===== config.mk =====
export PLATFORM = sky130hd
export DESIGN_NAME = id_ex_pipeline_reg
export DESIGN_NICKNAME = d
export VERILOG_FILES = /design/src/rtl/id_ex_pipeline_reg.sv
export SDC_FILE = /design/constraint.sdc
export NUM_CORES = 1
export LEC_CHECK = 0
export ABC_AREA = 1
export CAP_MARGIN = 40
export CORE_MARGIN = 10
export CORE_UTILIZATION = 30
export CTS_CLUSTER_DIAMETER = 80
export DETAILED_ROUTE_END_ITERATION = 8
export SLEW_MARGIN = 15
export SYNTH_ARGS = -nofsm -noshare
export SYNTH_HDL_FRONTEND = slang
export SYNTH_SLANG_ARGS = --single-unit

===== constraint.sdc =====
create_clock -name clk -period 1.62 [get_ports clk]
set_clock_uncertainty 0.2 [all_clocks]
set_input_delay 0.324 -clock clk [delete_from_list [all_inputs] [get_ports clk]]
set_output_delay 0.324 -clock clk [all_outputs]
set_load 0.1 [all_outputs]

===== src/rtl/id_ex_pipeline_reg.sv =====
// ID/EX pipeline register: 1-cycle registered control/operand bundle to EX.
// stall holds every field; flush (over stall) or an invalid load inserts a counted bubble.
module id_ex_pipeline_reg #(
  parameter int DATA_WIDTH     = 32,
  parameter int PC_WIDTH       = 32,
  parameter int REG_ADDR_WIDTH = 5,
  parameter int CNT_WIDTH      = 16
) (
  input  logic                      clk,
  input  logic                      rst_n,
  input  logic                      stall,
  input  logic                      flush,
  input  logic                      valid_in,
  input  logic                      branch_in,
  input  logic                      memRead_in,
  input  logic                      memToReg_in,
  input  logic                      memWrite_in,
  input  logic [1:0]                aluOp_in,
  input  logic                      aluSRC_in,
  input  logic                      regWrite_in,
  input  logic [PC_WIDTH-1:0]       pc_in,
  input  logic [DATA_WIDTH-1:0]     readData1_in,
  input  logic [DATA_WIDTH-1:0]     readData2_in,
  input  logic [DATA_WIDTH-1:0]     imm_in,
  input  logic [REG_ADDR_WIDTH-1:0] rs_in,
  input  logic [REG_ADDR_WIDTH-1:0] rt_in,
  input  logic [REG_ADDR_WIDTH-1:0] rd_in,
  output logic                      valid_ex,
  output logic                      branch_ex,
  output logic                      memRead_ex,
  output logic                      memToReg_ex,
  output logic                      memWrite_ex,
  output logic [1:0]                aluOp_ex,
  output logic                      aluSRC_ex,
  output logic                      regWrite_ex,
  output logic [PC_WIDTH-1:0]       pc_ex,
  output logic [DATA_WIDTH-1:0]     readData1_ex,
  output logic [DATA_WIDTH-1:0]     readData2_ex,
  output logic [DATA_WIDTH-1:0]     imm_ex,
  output logic [REG_ADDR_WIDTH-1:0] rs_ex,
  output logic [REG_ADDR_WIDTH-1:0] rt_ex,
  output logic [REG_ADDR_WIDTH-1:0] rd_ex,
  output logic [CNT_WIDTH-1:0]      bubble_count
);

  localparam logic [CNT_WIDTH-1:0] CNT_ONE = CNT_WIDTH'(1);
  localparam logic [CNT_WIDTH-1:0] CNT_MAX = '1;

  logic                 bubble;
  logic [CNT_WIDTH-1:0] count_next;

  // A bubble is counted on a flush or on an unstalled load of an invalid slot.
  always_comb begin
    bubble     = flush | (~stall & ~valid_in);
    count_next = bubble_count;
    if (bubble && bubble_count != CNT_MAX) begin
      count_next = bubble_count + CNT_ONE;
    end
  end

  always_ff @(posedge clk or negedge rst_n) begin
    if (!rst_n) begin
      valid_ex     <= 1'b0;
      branch_ex    <= 1'b0;
      memRead_ex   <= 1'b0;
      memToReg_ex  <= 1'b0;
      memWrite_ex  <= 1'b0;
      aluOp_ex     <= 2'b00;
      aluSRC_ex    <= 1'b0;
      regWrite_ex  <= 1'b0;
      pc_ex        <= '0;
      readData1_ex <= '0;
      readData2_ex <= '0;
      imm_ex       <= '0;
      rs_ex        <= '0;
      rt_ex        <= '0;
      rd_ex        <= '0;
      bubble_count <= '0;
    end else if (flush) begin
      valid_ex     <= 1'b0;
      branch_ex    <= 1'b0;
      memRead_ex   <= 1'b0;
      memToReg_ex  <= 1'b0;
      memWrite_ex  <= 1'b0;
      aluOp_ex     <= 2'b00;
      aluSRC_ex    <= 1'b0;
      regWrite_ex  <= 1'b0;
      pc_ex        <= '0;
      readData1_ex <= '0;
      readData2_ex <= '0;
      imm_ex       <= '0;
      rs_ex        <= '0;
      rt_ex        <= '0;
      rd_ex        <= '0;
      bubble_count <= count_next;
    end else if (!stall) begin
      // Control is gated by valid_in so an invalid slot never carries live control.
      valid_ex     <= valid_in;
      branch_ex    <= branch_in & valid_in;
      memRead_ex   <= memRead_in & valid_in;
      memToReg_ex  <= memToReg_in & valid_in;
      memWrite_ex  <= memWrite_in & valid_in;
      aluOp_ex     <= aluOp_in & {2{valid_in}};
      aluSRC_ex    <= aluSRC_in & valid_in;
      regWrite_ex  <= regWrite_in & valid_in;
      pc_ex        <= pc_in;
      readData1_ex <= readData1_in;
      readData2_ex <= readData2_in;
      imm_ex       <= imm_in;
      rs_ex        <= rs_in;
      rt_ex        <= rt_in;
      rd_ex        <= rd_in;
      bubble_count <= count_next;
    end
  end

endmodule


After elaboration in Yosys (flattened, before gate mapping). Cells that the tools add are included.

Add/subtract/negate cells: 1. $mul: 0. Div/mod/pow operators: 0. $lt $le $gt $ge: 0. Equality and inequality tests: 2. Shifts and indexed selects: 0. Mux-type cells: 33. Bitwise logic cells: 11. Reductions and logical operators: 1.

Operator list (count): $mux 32 (8); $mux 16 (3); $mux 5 (6); $add 16x1->16 const B (1); $ne 16x16->1 const B (1); $mux 1 (14); $and 1x1->1 (7); $mux 2 (2); $and 2x2->2 (1); $ne 2x1->1 const B (1); $not 1->1 (2); $logic_and 1x1->1 (1); $or 1x1->1 (1).

Flip-flop bits (word level): 168. Bits in latches: 0. RAM bits: 0. Memory bits (read-only): 0. Input port bits: 156. Output and inout port bits: 168. Memories: 0.

Logic depth before layout (Yosys ltp). Gate-level depths: netlist of run 1.

Word-level depth: 7. Mapped depth: 9. Mapped depth without buffers: 8.

Least setup slack after synthesis of run 1. Ideal clock, no wire load.

Path type: flip-flop to flip-flop. From: register bubble_count[0]. To: register bubble_count[3]. Setup time: 68 ps. Data arrival time: 2143 ps. Setup slack: -791 ps. Stages on the path, launching flop included: 9. Path buffers: 1. Period minus slack after synthesis: 2411 ps. Cell sequence: dfrtp_1 > ha_1 > nand3_2 > nor2_4 > nand2_4 > nand2_4 > buf_6 > nand2_1 > nand2_1.

Longest elaborated chain between the ends: 5.

Ends and longest elaborated chain: start, declared (RTL line 43) `output logic [CNT_WIDTH-1:0] bubble_count`; start signal, assigned (RTL line 95) `bubble_count <= count_next;`; start signal, assigned (RTL line 113) `bubble_count <= count_next;`; branches (longest 2 deep; another with $add 16x1->16); $mux 16 * (RTL line 56) `if (bubble && bubble_count != CNT_MAX) begin`; $mux 16 (RTL line 96) `end else if (!stall) begin`; $mux 16 * (RTL line 79) `end else if (flush) begin`.

Every way passes the cells marked *. The select of a mux whose other input is x is not followed. A chain may end at the register's enable or synchronous reset.

Worst setup path after layout of run 1.
From: register bubble_count[0]. To: register bubble_count[0].

Same word-level chain as after synthesis.

==> reports/qor.yml, run 1 <==
placed_design:
  dpl-instance-area_um2: 12600
  place.detailed.hpwl_um: 19800
  gpl.final_weighted_congestion: 0.832
  buffer_ports.inserted: 323
drt:
  num_vias: 7027
  ant_nets: 0
  postRouteWirelength_um: 27500
  wl_per_cell_um: 18.3
  detail_route.iter0.violations: 511
  first_pass_iters: 4
  route.detailed.vias_per_inst: 4.67
  drt_drc_violations_left: 0
worst_hold_path:
  worst_hold_path_type: "primary input to register"
floorplan:
  fp.coreArea_um2: 23300
  floorplan.die_area_um2: 30200
  initial_core_util_pct: 30.4
  die_width_um: 174
  die_height_um: 174
  pin_count: 324
  std_cell_rows: 56
sta:
  fin_tns_setup_ps: -2280
  worstMarginPinSlew_ps: 427
  timing_max_transition_violations_final: 0
  report.final.hold_viol_count: 0
  worst_slack_ps: -117
  finalWorstPathRequiredPeriod_ps: 1740
  rsz_0062_raised_after_global_routing: "true"
  fmaxAchievable_mhz: 576
  post_route_fraction_of_the_period_consumed_by_the_critical_path_pct: 107
  timing.max_slew.rel_slack_pct: 71.5
  setup_violations: 28
worst_setup_path:
  critical_path.max_fanout: 8
  cp_data_arrival_time_ps: 1900
  timing.critical_path.slowest_stage_cell: "sky130_fd_sc_hd__dfrtp_4"
  setup.worst_path.start_class: "register"
  worst-setup-path-type: "register to register"
  max_stage_delay_ps: 430
  path_common_cell: "sky130_fd_sc_hd__nand2_1"
  worstPathRequired_ps: 1780
  path_cells: "buf_6 -> ha_4 -> nand3_4 -> nor2_4 -> nand2_4 -> nand2_8 -> nand2_1 -> nand2_1"
  worstSetupEndpointType: "register"
logic_synthesis:
  synth.area.top_cells: "sky130_fd_sc_hd__dfrtp_1 (59%), sky130_fd_sc_hd__nand2_1 (15%), sky130_fd_sc_hd__nand3_1 (11%)"
  ys_ff_latch: 168
  synth_area_per_cell_um2: 8.68
  post-synth-top-area-cell: "sky130_fd_sc_hd__dfrtp_1"
  synth-warning-count: 0
  mappedNetlistArea_um2: 7090
  ys_types: 21
  yosysSeqAreaShare_pct: 59.3
  synth_top_cell_area_share_pct: 59.3
  synthesis.nets: 974
  synthCells: 817
clock_network:
  htree_levels: 4
  worstSkewPairLatency_ps: 420
  cts.clk_slew.worst_paths_ps: 70
  clockBufferDepth: 2
  cts_num_sinks: 168
  cts_root_buf: "sky130_fd_sc_hd__clkbuf_16"
  cts_buffers: 17
  cts_tree: "done"
run:
  drv.max_cap_violation_count: 0
status:
  outcome: "finished, violations left"
  failed_checks: "negative setup slack"
cells_and_area:
  area.growth.synth_to_final_pct: 91.7
  n_fill_cell: 1947
  post-route-cell-area_um2: 13600
  layout-drive-gt1-share_pct: 27.2
  nets: 1328
grt:
  antenna_found_initial: 1
  grt.total_usage_pct: 17.4
  grt_first_pass_wirelength_um: 41700
  number_of_global_route_vias_before_repair: 7046
  gr-total-overflow: 0
  grt_max_degree: 87
power_and_ir_drop:
  total_leakage_power_nw: 6.20
  pwrdens_nw_per_um2: 988
  largest_voltage_drop_on_the_vdd_net_uv: 604
repair_timing:
item                                   CTS  global route
endpoints found under the hold margin  150             0
pin swaps                                2            15
hold buffers                             1             0
resized for setup                       14            30
buffers inserted                        24             8
gates cloned                             1             2
setup endpoints to repair               25            30
worst paths after layout:
check	from	end	slack, ps	depth (start not counted)
hold / removal	flush	pc_ex[2]$_DFFE_PN0P_	120	4
min in group asynchronous	rst_n	rd_ex[1]$_DFFE_PN0P_	200	2
max in group asynchronous	rst_n	readData1_ex[15]$_DFFE_PN0P_	480	3
setup reg to reg	bubble_count[0]$_DFFE_PN0P_	bubble_count[0]$_DFFE_PN0P_	-120	8
setup / recovery	bubble_count[0]$_DFFE_PN0P_	bubble_count[0]$_DFFE_PN0P_	-120	8
hold reg to reg	bubble_count[15]$_DFFE_PN0P_	bubble_count[15]$_DFFE_PN0P_	350	2
per-layer routing:
layer	global-route usage (%)	vias to the layer above	part of all wire, %
li1	-	3385	-
met1	19.4	3358	38
met2	30.0	245	51
met3	6.25	37	8.1
met4	6.06	2	2.3
met5	0	-	0.047
cells by family (layout without fill, tap and decap cells):
| logic type | after synthesis | in the layout | synth area share [%] |
|---|---|---|---|
| AO/OA/AOI/OAI | 89 | 89 | 6.48 |
| XOR/XNOR | 6 | 6 | 0.741 |
| adder cells (fa/ha/maj) | 1 | 1 | 0.176 |
| buffers and inverters | 82 | 447 | 4.89 |
| flip-flops | 168 | 168 | 59.3 |
| other | 0 | 1 | 0 |
| AND/OR/NAND/NOR | 471 | 473 | 28.4 |
power by group:
part	switching (W)	total [W]	internal [W]	leakage (nW)
Combinational	0.00292	0.00479	0.00187	3.73
Sequential	0.000289	0.00478	0.00449	2.22
Clock	0.00185	0.00386	0.00201	0.257
worst max-delay path, delay by kind of cell (launching register included):
kind,cells,cell delay (ps)
fa+ha+maj,1,160
simple gates,6,770
flops,1,430
buf+inv,1,110
synthesized netlist by cell type:
| library cell | instances |
|---|---|
| sky130_fd_sc_hd__o21ai_0 | 11 |
| sky130_fd_sc_hd__nand2_1 | 289 |
| sky130_fd_sc_hd__ha_1 | 1 |
| sky130_fd_sc_hd__nand3_1 | 153 |
| sky130_fd_sc_hd__inv_1 | 21 |
| sky130_fd_sc_hd__buf_2 | 25 |
| sky130_fd_sc_hd__buf_1 | 3 |
| sky130_fd_sc_hd__nor2_1 | 15 |
| sky130_fd_sc_hd__xnor2_1 | 6 |
| sky130_fd_sc_hd__clkbuf_1 | 29 |
| sky130_fd_sc_hd__nand3_2 | 1 |
| sky130_fd_sc_hd__nand4_1 | 9 |
| sky130_fd_sc_hd__buf_6 | 1 |
| sky130_fd_sc_hd__nor2_4 | 1 |
| sky130_fd_sc_hd__dfrtp_1 | 168 |
| sky130_fd_sc_hd__nand2_4 | 2 |
| sky130_fd_sc_hd__a21boi_1 | 1 |
| sky130_fd_sc_hd__o21ai_4 | 1 |
| sky130_fd_sc_hd__a21oi_1 | 76 |
| sky130_fd_sc_hd__inv_2 | 3 |
| sky130_fd_sc_hd__nor2_2 | 1 |
registers in the layout (all words and copies together), names as in the netlist:
name          count
rt_ex             5
memWrite_ex       1
memToReg_ex       1
bubble_count     16
aluOp_ex          2
readData1_ex     32
aluSRC_ex         1
memRead_ex        1
pc_ex            32
valid_ex          1
readData2_ex     32
imm_ex           32
branch_ex         1
regWrite_ex       1
rd_ex             5
rs_ex             5
placed cells by master, fill, tap and decap left out, types with 2 or more instances in the layout:
master                            count
sky130_fd_sc_hd__xnor2_1              6
sky130_fd_sc_hd__clkdlybuf4s50_1    152
sky130_fd_sc_hd__nor2_2               3
sky130_fd_sc_hd__clkinv_4             4
sky130_fd_sc_hd__inv_6                5
sky130_fd_sc_hd__inv_4                2
sky130_fd_sc_hd__dfrtp_1            152
sky130_fd_sc_hd__nand2_1            269
sky130_fd_sc_hd__nand2_8              2
sky130_fd_sc_hd__clkbuf_16           17
sky130_fd_sc_hd__buf_12             180
sky130_fd_sc_hd__dfrtp_4             12
sky130_fd_sc_hd__o21ai_0              8
sky130_fd_sc_hd__nand2_4              3
sky130_fd_sc_hd__nor2_1              12
sky130_fd_sc_hd__clkinvlp_4           3
sky130_fd_sc_hd__clkbuf_1             2
sky130_fd_sc_hd__buf_4               46
sky130_fd_sc_hd__buf_6               11
sky130_fd_sc_hd__nand4_1              9
sky130_fd_sc_hd__o21ai_2              2
sky130_fd_sc_hd__nor2_4               2
sky130_fd_sc_hd__nand2_2             19
sky130_fd_sc_hd__inv_1               21
sky130_fd_sc_hd__a21oi_1             76
sky130_fd_sc_hd__nand3_1            153
sky130_fd_sc_hd__dfrtp_2              4
stage by stage:
step	worst slack, ps	utilization [%]	total power [W]	hold WS [ps]	std cells
final	-117	58.2	0.0134	122	1504
after global routing	-184	58.2	0.0140	128	1503
after CTS	-123	57.5	0.0135	111	1493
after detailed placement	-109	54.1	0.00939	71.5	1435
after global placement	-85.5	54.1	0.00937	65.1	1435
after floorplan	-155	-	0.00728	-172	817
layout make-up:
class	count	area, um2	share of cell area [%]
clock buffer	19	433	3.19
multi-input combinational	569	2680	19.7
antenna	1	2.50	0.0184
clock inverter	13	113	0.829
inverter	24	95.1	0.700
timing repair buffer	391	5610	41.3
sequential	168	4250	31.3
tap	319	399	2.94
No activity file was read; power rests on OpenSTA's default activity.
==> inputs of run 2 (changes only) <==
--- a/config.mk
+++ b/config.mk
@@ -11,6 +11,7 @@
 export CORE_UTILIZATION = 30
 export CTS_CLUSTER_DIAMETER = 80
 export DETAILED_ROUTE_END_ITERATION = 8
+export PLACE_DENSITY = 0.64
 export SLEW_MARGIN = 15
 export SYNTH_ARGS = -nofsm -noshare
 export SYNTH_HDL_FRONTEND = slang
==> run 2 against run 1 <==
The run still ends with negative setup slack left. Worst hold slack got worse by 19 ps. Combinational power grew 2%. Sequential share of layout area down 0.21 points. Utilization rose by 0.39 points. Clock power grew 3%.
==> reports/qor.yml, run 2 (same netlist as run 1, synthesis figures left out) <==
status:
  outcome: "finished, violations left"
  failed_checks: "negative setup slack"
sta:
  setup_violations: 23
  rsz_0062_raised_after_global_routing: "true"
  timing_max_transition_violations_final: 0
  post_route_fraction_of_the_period_consumed_by_the_critical_path_pct: 106
  finalWorstPathRequiredPeriod_ps: 1710
  fin_tns_setup_ps: -1290
  timing.max_slew.rel_slack_pct: 68.5
  worst_slack_ps: -89.3
  worstMarginPinSlew_ps: 473
  fmaxAchievable_mhz: 585
  report.final.hold_viol_count: 0
worst_hold_path:
  whs_path_depth: 4
  min_to: "readData1_ex[25]$_DFFE_PN0P_"
  worst_hold_path_type: "primary input to register"
  worst_hold_startpoint: "flush"
clock_network:
  cts_num_sinks: 168
  cts_root_buf: "sky130_fd_sc_hd__clkbuf_16"
  cts_tree: "done"
  clockBufferDepth: 2
  htree_levels: 4
  cts_buffers: 17
  worstSkewPairLatency_ps: 420
  cts.clk_slew.worst_paths_ps: 70
drt:
  detail_route.iter0.violations: 487
  postRouteWirelength_um: 27500
  route.detailed.vias_per_inst: 4.73
  wl_per_cell_um: 18.3
  drt_drc_violations_left: 0
  num_vias: 7117
  ant_nets: 0
  first_pass_iters: 5
grt:
  grt.total_usage_pct: 17.4
  antenna_found_initial: 3
  grt_max_degree: 92
  gr-total-overflow: 0
  grt_first_pass_wirelength_um: 42000
  number_of_global_route_vias_before_repair: 7060
cells_and_area:
  layout-drive-gt1-share_pct: 26.9
  layoutNonFillerInstCount: 1506
  nets: 1329
  area.growth.synth_to_final_pct: 93.0
  final_cell_mix: "sky130_fd_sc_hd__nand2_1 (278), sky130_fd_sc_hd__buf_12 (185), sky130_fd_sc_hd__dfrtp_1 (152), sky130_fd_sc_hd__clkdlybuf4s50_1 (152), sky130_fd_sc_hd__nand3_1 (151)"
  final_common_cell: "sky130_fd_sc_hd__nand2_1"
  post-route-cell-area_um2: 13700
  final_util_pct: 58.6
worst_setup_path:
  worst-setup-path-type: "register to output pin"
  worstReg2RegEnd: "bubble_count[14]$_DFFE_PN0P_"
  timing.critical_path.slowest_stage_cell: "sky130_fd_sc_hd__dfrtp_4"
  worstSetupEndpointType: "output pin"
  worstPathRequired_ps: 1100
  critical_path.max_fanout: 2
  r2r_setup_slack_ps: -80
  timing.reg2reg.worst_path_depth: 8
  path_cells: "buf_6 -> buf_12"
  max_stage_delay_ps: 480
  setup.worst_path.start_class: "register"
  r2r-start: "bubble_count[1]$_DFFE_PN0P_"
  cp_data_arrival_time_ps: 1190
  crit_start: "bubble_count[11]$_DFFE_PN0P_"
placed_design:
  numPlacedInstances: 1444
  dp_slack_ps: -148
  gpl.final_weighted_congestion: 0.839
  buffer_ports.inserted: 323
  dpl-instance-area_um2: 12700
  place.detailed.hpwl_um: 20000
run:
  drv.max_cap_violation_count: 0
floorplan:
  pin_count: 324
  std_cell_rows: 56
  floorplan.die_area_um2: 30200
  die_height_um: 174
  die_width_um: 174
  initial_core_util_pct: 30.4
  fp.coreArea_um2: 23300
power_and_ir_drop:
  total_leakage_power_nw: 6.20
  largest_voltage_drop_on_the_vdd_net_uv: 875
  pwrdens_nw_per_um2: 999
run 2: cell type report:
| class | instances | area, um2 |
|---|---|---|
| Sequential cell | 168 | 4250 |
| Fill cell | 1936 | 9650 |
| Multi-Input combinational cell | 569 | 2690 |
| Tap cell | 319 | 399 |
| Timing Repair Buffer | 392 | 5670 |
| Clock inverter | 13 | 134 |
| Inverter | 24 | 95.1 |
| Clock buffer | 18 | 429 |
| Antenna cell | 3 | 7.51 |
run 2: what timing repair did:
action / CTS / global route
setup endpoints to repair: 14 / 30
buffers inserted: 20 / 6
pin swaps: 3 / 6
hold buffers: 1 / 0
cloned: 0 / 2
hold endpoints to repair: 105 / 0
resized for setup: 9 / 29
run 2: worst max path at each step:
stage / depth (start not counted) / slack [ps] / to
4_1_cts: 2 / -110 / bubble_count[11]
3_3_place_gp: 6 / -80 / bubble_count[13]$_DFFE_PN0P_
6_report: 2 / -90 / bubble_count[11]
2_1_floorplan: 7 / -160 / bubble_count[14]$_DFFE_PN0P_
5_1_grt: 8 / -150 / bubble_count[1]$_DFFE_PN0P_
3_5_place_dp: 5 / -150 / bubble_count[2]$_DFFE_PN0P_
run 2: per-layer routing:
layer / GRT usage, % / wire [um] / vias up
met2: 30.0 / 14100 / 280
met4: 5.59 / 517 / 0
met1: 19.7 / 10600 / 3419
li1: - / - / 3386
met3: 6.27 / 2290 / 32
met5: 0 / 0 / -
run 2: power by group:
group	switching, W	internal [W]
clock	0.00183	0.00216
sequential	0.000285	0.00449
combinational	0.00295	0.00194
total	0.00507	0.00859
run 2: through the flow:
stage          power, W  hold WS (ps)
2_1_floorplan   0.00728          -172
3_3_place_gp    0.00940          95.6
3_5_place_dp    0.00944           104
4_1_cts          0.0137          90.0
5_1_grt          0.0142          94.8
6_report         0.0137           103
run 2: critical path: cells and delay by family (launching register included):
family	cells	cell delay (ps)
buffers and inverters	2	280
DFF	1	480
==> inputs of run 3 (changes only) <==
--- a/config.mk
+++ b/config.mk
@@ -5,13 +5,14 @@
 export SDC_FILE = /design/constraint.sdc
 export NUM_CORES = 1
 export LEC_CHECK = 0
-export ABC_AREA = 1
+export ABC_AREA = 0
 export CAP_MARGIN = 40
 export CORE_MARGIN = 10
 export CORE_UTILIZATION = 30
 export CTS_CLUSTER_DIAMETER = 80
 export DETAILED_ROUTE_END_ITERATION = 8
 export PLACE_DENSITY = 0.64
+export SKIP_LAST_GASP = 1
 export SLEW_MARGIN = 15
 export SYNTH_ARGS = -nofsm -noshare
 export SYNTH_HDL_FRONTEND = slang
==> run 3 against run 2 <==
The run still ends with negative setup slack left. Area after synthesis decreased by 3.6%. Non-clock buffer count increased by 5. Critical path depth increased by 3. Sequential power increased by 1%. Setup slack got worse by 190 ps. Cell count decreased by 17%. Final area decreased by 2.0%. Flip-flop and latch count unchanged. Largest power group unchanged.
==> reports/qor.yml, run 3 <==
status:
  outcome: "finished, violations left"
  failed_checks: "negative setup slack"
drt:
  detail_route.iter0.violations: 158
  num_vias: 5646
  wl_per_cell_um: 19.4
  route.detailed.vias_per_inst: 4.54
  first_pass_iters: 4
  ant_nets: 0
  drt_drc_violations_left: 0
  postRouteWirelength_um: 24100
cells_and_area:
  nets: 1102
  layout.area.seq_um2: 4260
  final_cell_mix: "sky130_fd_sc_hd__buf_12 (175), sky130_fd_sc_hd__nor2_1 (155), sky130_fd_sc_hd__dfrtp_1 (152), sky130_fd_sc_hd__clkdlybuf4s50_1 (152), sky130_fd_sc_hd__mux2i_1 (143)"
  n_fill_cell: 1774
  area.growth.synth_to_final_pct: 96.2
  final_common_cell: "sky130_fd_sc_hd__buf_12"
  final_util_pct: 59.6
  post-route-cell-area_um2: 13400
  layout-drive-gt1-share_pct: 32.5
  antennaDiodeCount: 0
  multi_input_comb_area_um2: 2590
  layoutNonFillerInstCount: 1243
logic_synthesis:
  ys_types: 29
  post-synth-top-count-cell: "sky130_fd_sc_hd__dfrtp_1"
  synth-warning-count: 0
  synth_top_cell_area_share_pct: 61.5
  mappedNetlistArea_um2: 6830
  ys_top_cells_by_count: "sky130_fd_sc_hd__dfrtp_1 (168), sky130_fd_sc_hd__nor2_1 (156), sky130_fd_sc_hd__mux2i_1 (143)"
  async_reset_ff_share_pct: 100
  yosysSeqAreaShare_pct: 61.5
  synth_area_per_cell_um2: 12.1
  postSynth.topFlopCell: "sky130_fd_sc_hd__dfrtp_1"
  synthCells: 566
  synth-edff-count: 0
  synth.area.top_cells: "sky130_fd_sc_hd__dfrtp_1 (62%), sky130_fd_sc_hd__mux2i_1 (21%), sky130_fd_sc_hd__nor2_1 (8.6%)"
  post-synth-top-area-cell: "sky130_fd_sc_hd__dfrtp_1"
  ys_ff_latch: 168
  synthesis.nets: 723
floorplan:
  die_width_um: 171
  fp.coreArea_um2: 22500
  pin_count: 324
  floorplan.die_area_um2: 29200
  initial_core_util_pct: 30.4
  std_cell_rows: 55
  die_height_um: 171
run:
  drv.max_cap_violation_count: 0
worst_setup_path:
  cp_data_arrival_time_ps: 2000
  critical_path.max_fanout: 3
  worstPathRequired_ps: 1720
  worstSetupEndpointType: "register"
  worst-setup-path-type: "register to register"
  setup.worst_path.start_class: "register"
  max_stage_delay_ps: 460
  path_cells: "ha_4 -> nand2_2 -> or4_4 -> o21ai_4 -> mux2_4"
  timing.critical_path.slowest_stage_cell: "sky130_fd_sc_hd__or4_4"
placed_design:
  place.detailed.hpwl_um: 18000
  dpl-instance-area_um2: 12500
  buffer_ports.inserted: 323
  numPlacedInstances: 1181
  gpl.final_weighted_congestion: 0.810
sta:
  setup_violations: 30
  timing_max_transition_violations_final: 0
  rsz_0062_raised_after_global_routing: "true"
  fmaxAchievable_mhz: 525
  worstMarginPinSlew_ps: 460
  fin_tns_setup_ps: -4040
  worst_slack_ps: -284
  report.final.hold_viol_count: 0
  post_route_fraction_of_the_period_consumed_by_the_critical_path_pct: 118
  timing.max_slew.rel_slack_pct: 69.3
  finalWorstPathRequiredPeriod_ps: 1900
clock_network:
  cts_buffers: 17
  worstSkewPairLatency_ps: 420
  cts_root_buf: "sky130_fd_sc_hd__clkbuf_16"
  cts_num_sinks: 168
  clockBufferDepth: 2
  htree_levels: 4
  cts.clk_slew.worst_paths_ps: 70
  cts_tree: "done"
grt:
  grt_max_degree: 84
  grt_first_pass_wirelength_um: 36600
  grt.total_usage_pct: 16.2
  gr-total-overflow: 0
  antenna_found_initial: 1
  number_of_global_route_vias_before_repair: 6102
power_and_ir_drop:
  pwrdens_nw_per_um2: 1050
  largest_voltage_drop_on_the_vdd_net_uv: 620
  total_leakage_power_nw: 6.25
worst_hold_path:
  worst_hold_path_type: "primary input to async pin"
run 3: report_power, final:
part           internal, W  leakage, nW  switching, W
Combinational      0.00219         3.77       0.00311
Sequential         0.00454         2.21      0.000303
Clock              0.00206        0.273       0.00184
Total              0.00878         6.25       0.00525
run 3: metal layers:
metal | global-route usage, % | vias up | part of all wire (%)
met5 | 0 | - | 0.029
met4 | 4.16 | 2 | 0.87
met3 | 8.23 | 18 | 11
met1 | 18.2 | 2748 | 38
met2 | 26.7 | 220 | 49
li1 | - | 2658 | -
run 3: kinds of logic after synthesis:
| logic type | synth area share (%) |
|---|---|
| mux | 21.1 |
| compound gates | 2.07 |
| buf+inv | 2.40 |
| simple gates | 11.0 |
| flops | 61.5 |
| xor+xnor | 1.67 |
| fa+ha+maj | 0.183 |
run 3: timing repair:
action / CTS / global route
hold buffers: 1 / 0
pin swaps: 3 / 12
setup buffers: 16 / 14
resized for setup: 20 / 18
endpoints found under the hold margin: 168 / 0
endpoints found under the setup margin: 30 / 42
run 3: cell type report:
type,instances,area share (%)
sequential,168,31.8
tap,285,2.66
multi-input combinational,361,19.3
clock inverter,13,0.821
timing repair buffer,397,42.1
clock buffer,19,3.30
run 3: worst paths after layout:
| check | startpoint | end | slack, ps | cells after the start |
|---|---|---|---|---|
| worst max register to register | bubble_count[1]$_DFFE_PN0P_ | bubble_count[1]$_DFFE_PN0P_ | -280 | 5 |
| max in group asynchronous | rst_n | pc_ex[23]$_DFFE_PN0P_ | 500 | 3 |
| worst max-delay path | bubble_count[1]$_DFFE_PN0P_ | bubble_count[1]$_DFFE_PN0P_ | -280 | 5 |
| min in group clk | stall | valid_ex$_DFFE_PN0P_ | 240 | 5 |
| worst min register to register | pc_ex[1]$_DFFE_PN0P_ | pc_ex[1]$_DFFE_PN0P_ | 380 | 2 |
| worst min-delay path | rst_n | pc_ex[29]$_DFFE_PN0P_ | 170 | 2 |
run 3: critical path: cells and delay by family, from the launching register on:
kind                     cells  cell delay [ps]
flip-flops                   1              430
AO/OA/AOI/OAI                1              180
multiplexers                 1              310
AND/OR/NAND/NOR              2              520
adder cells (fa/ha/maj)      1              150
run 3: per-stage QoR:
step	worst slack [ps]	hold slack [ps]	power, W
2_1_floorplan	-569	-172	0.00761
3_3_place_gp	-376	53.8	0.00988
3_5_place_dp	-426	50.5	0.00993
4_1_cts	-254	156	0.0141
5_1_grt	-328	171	0.0146
6_report	-284	166	0.0140
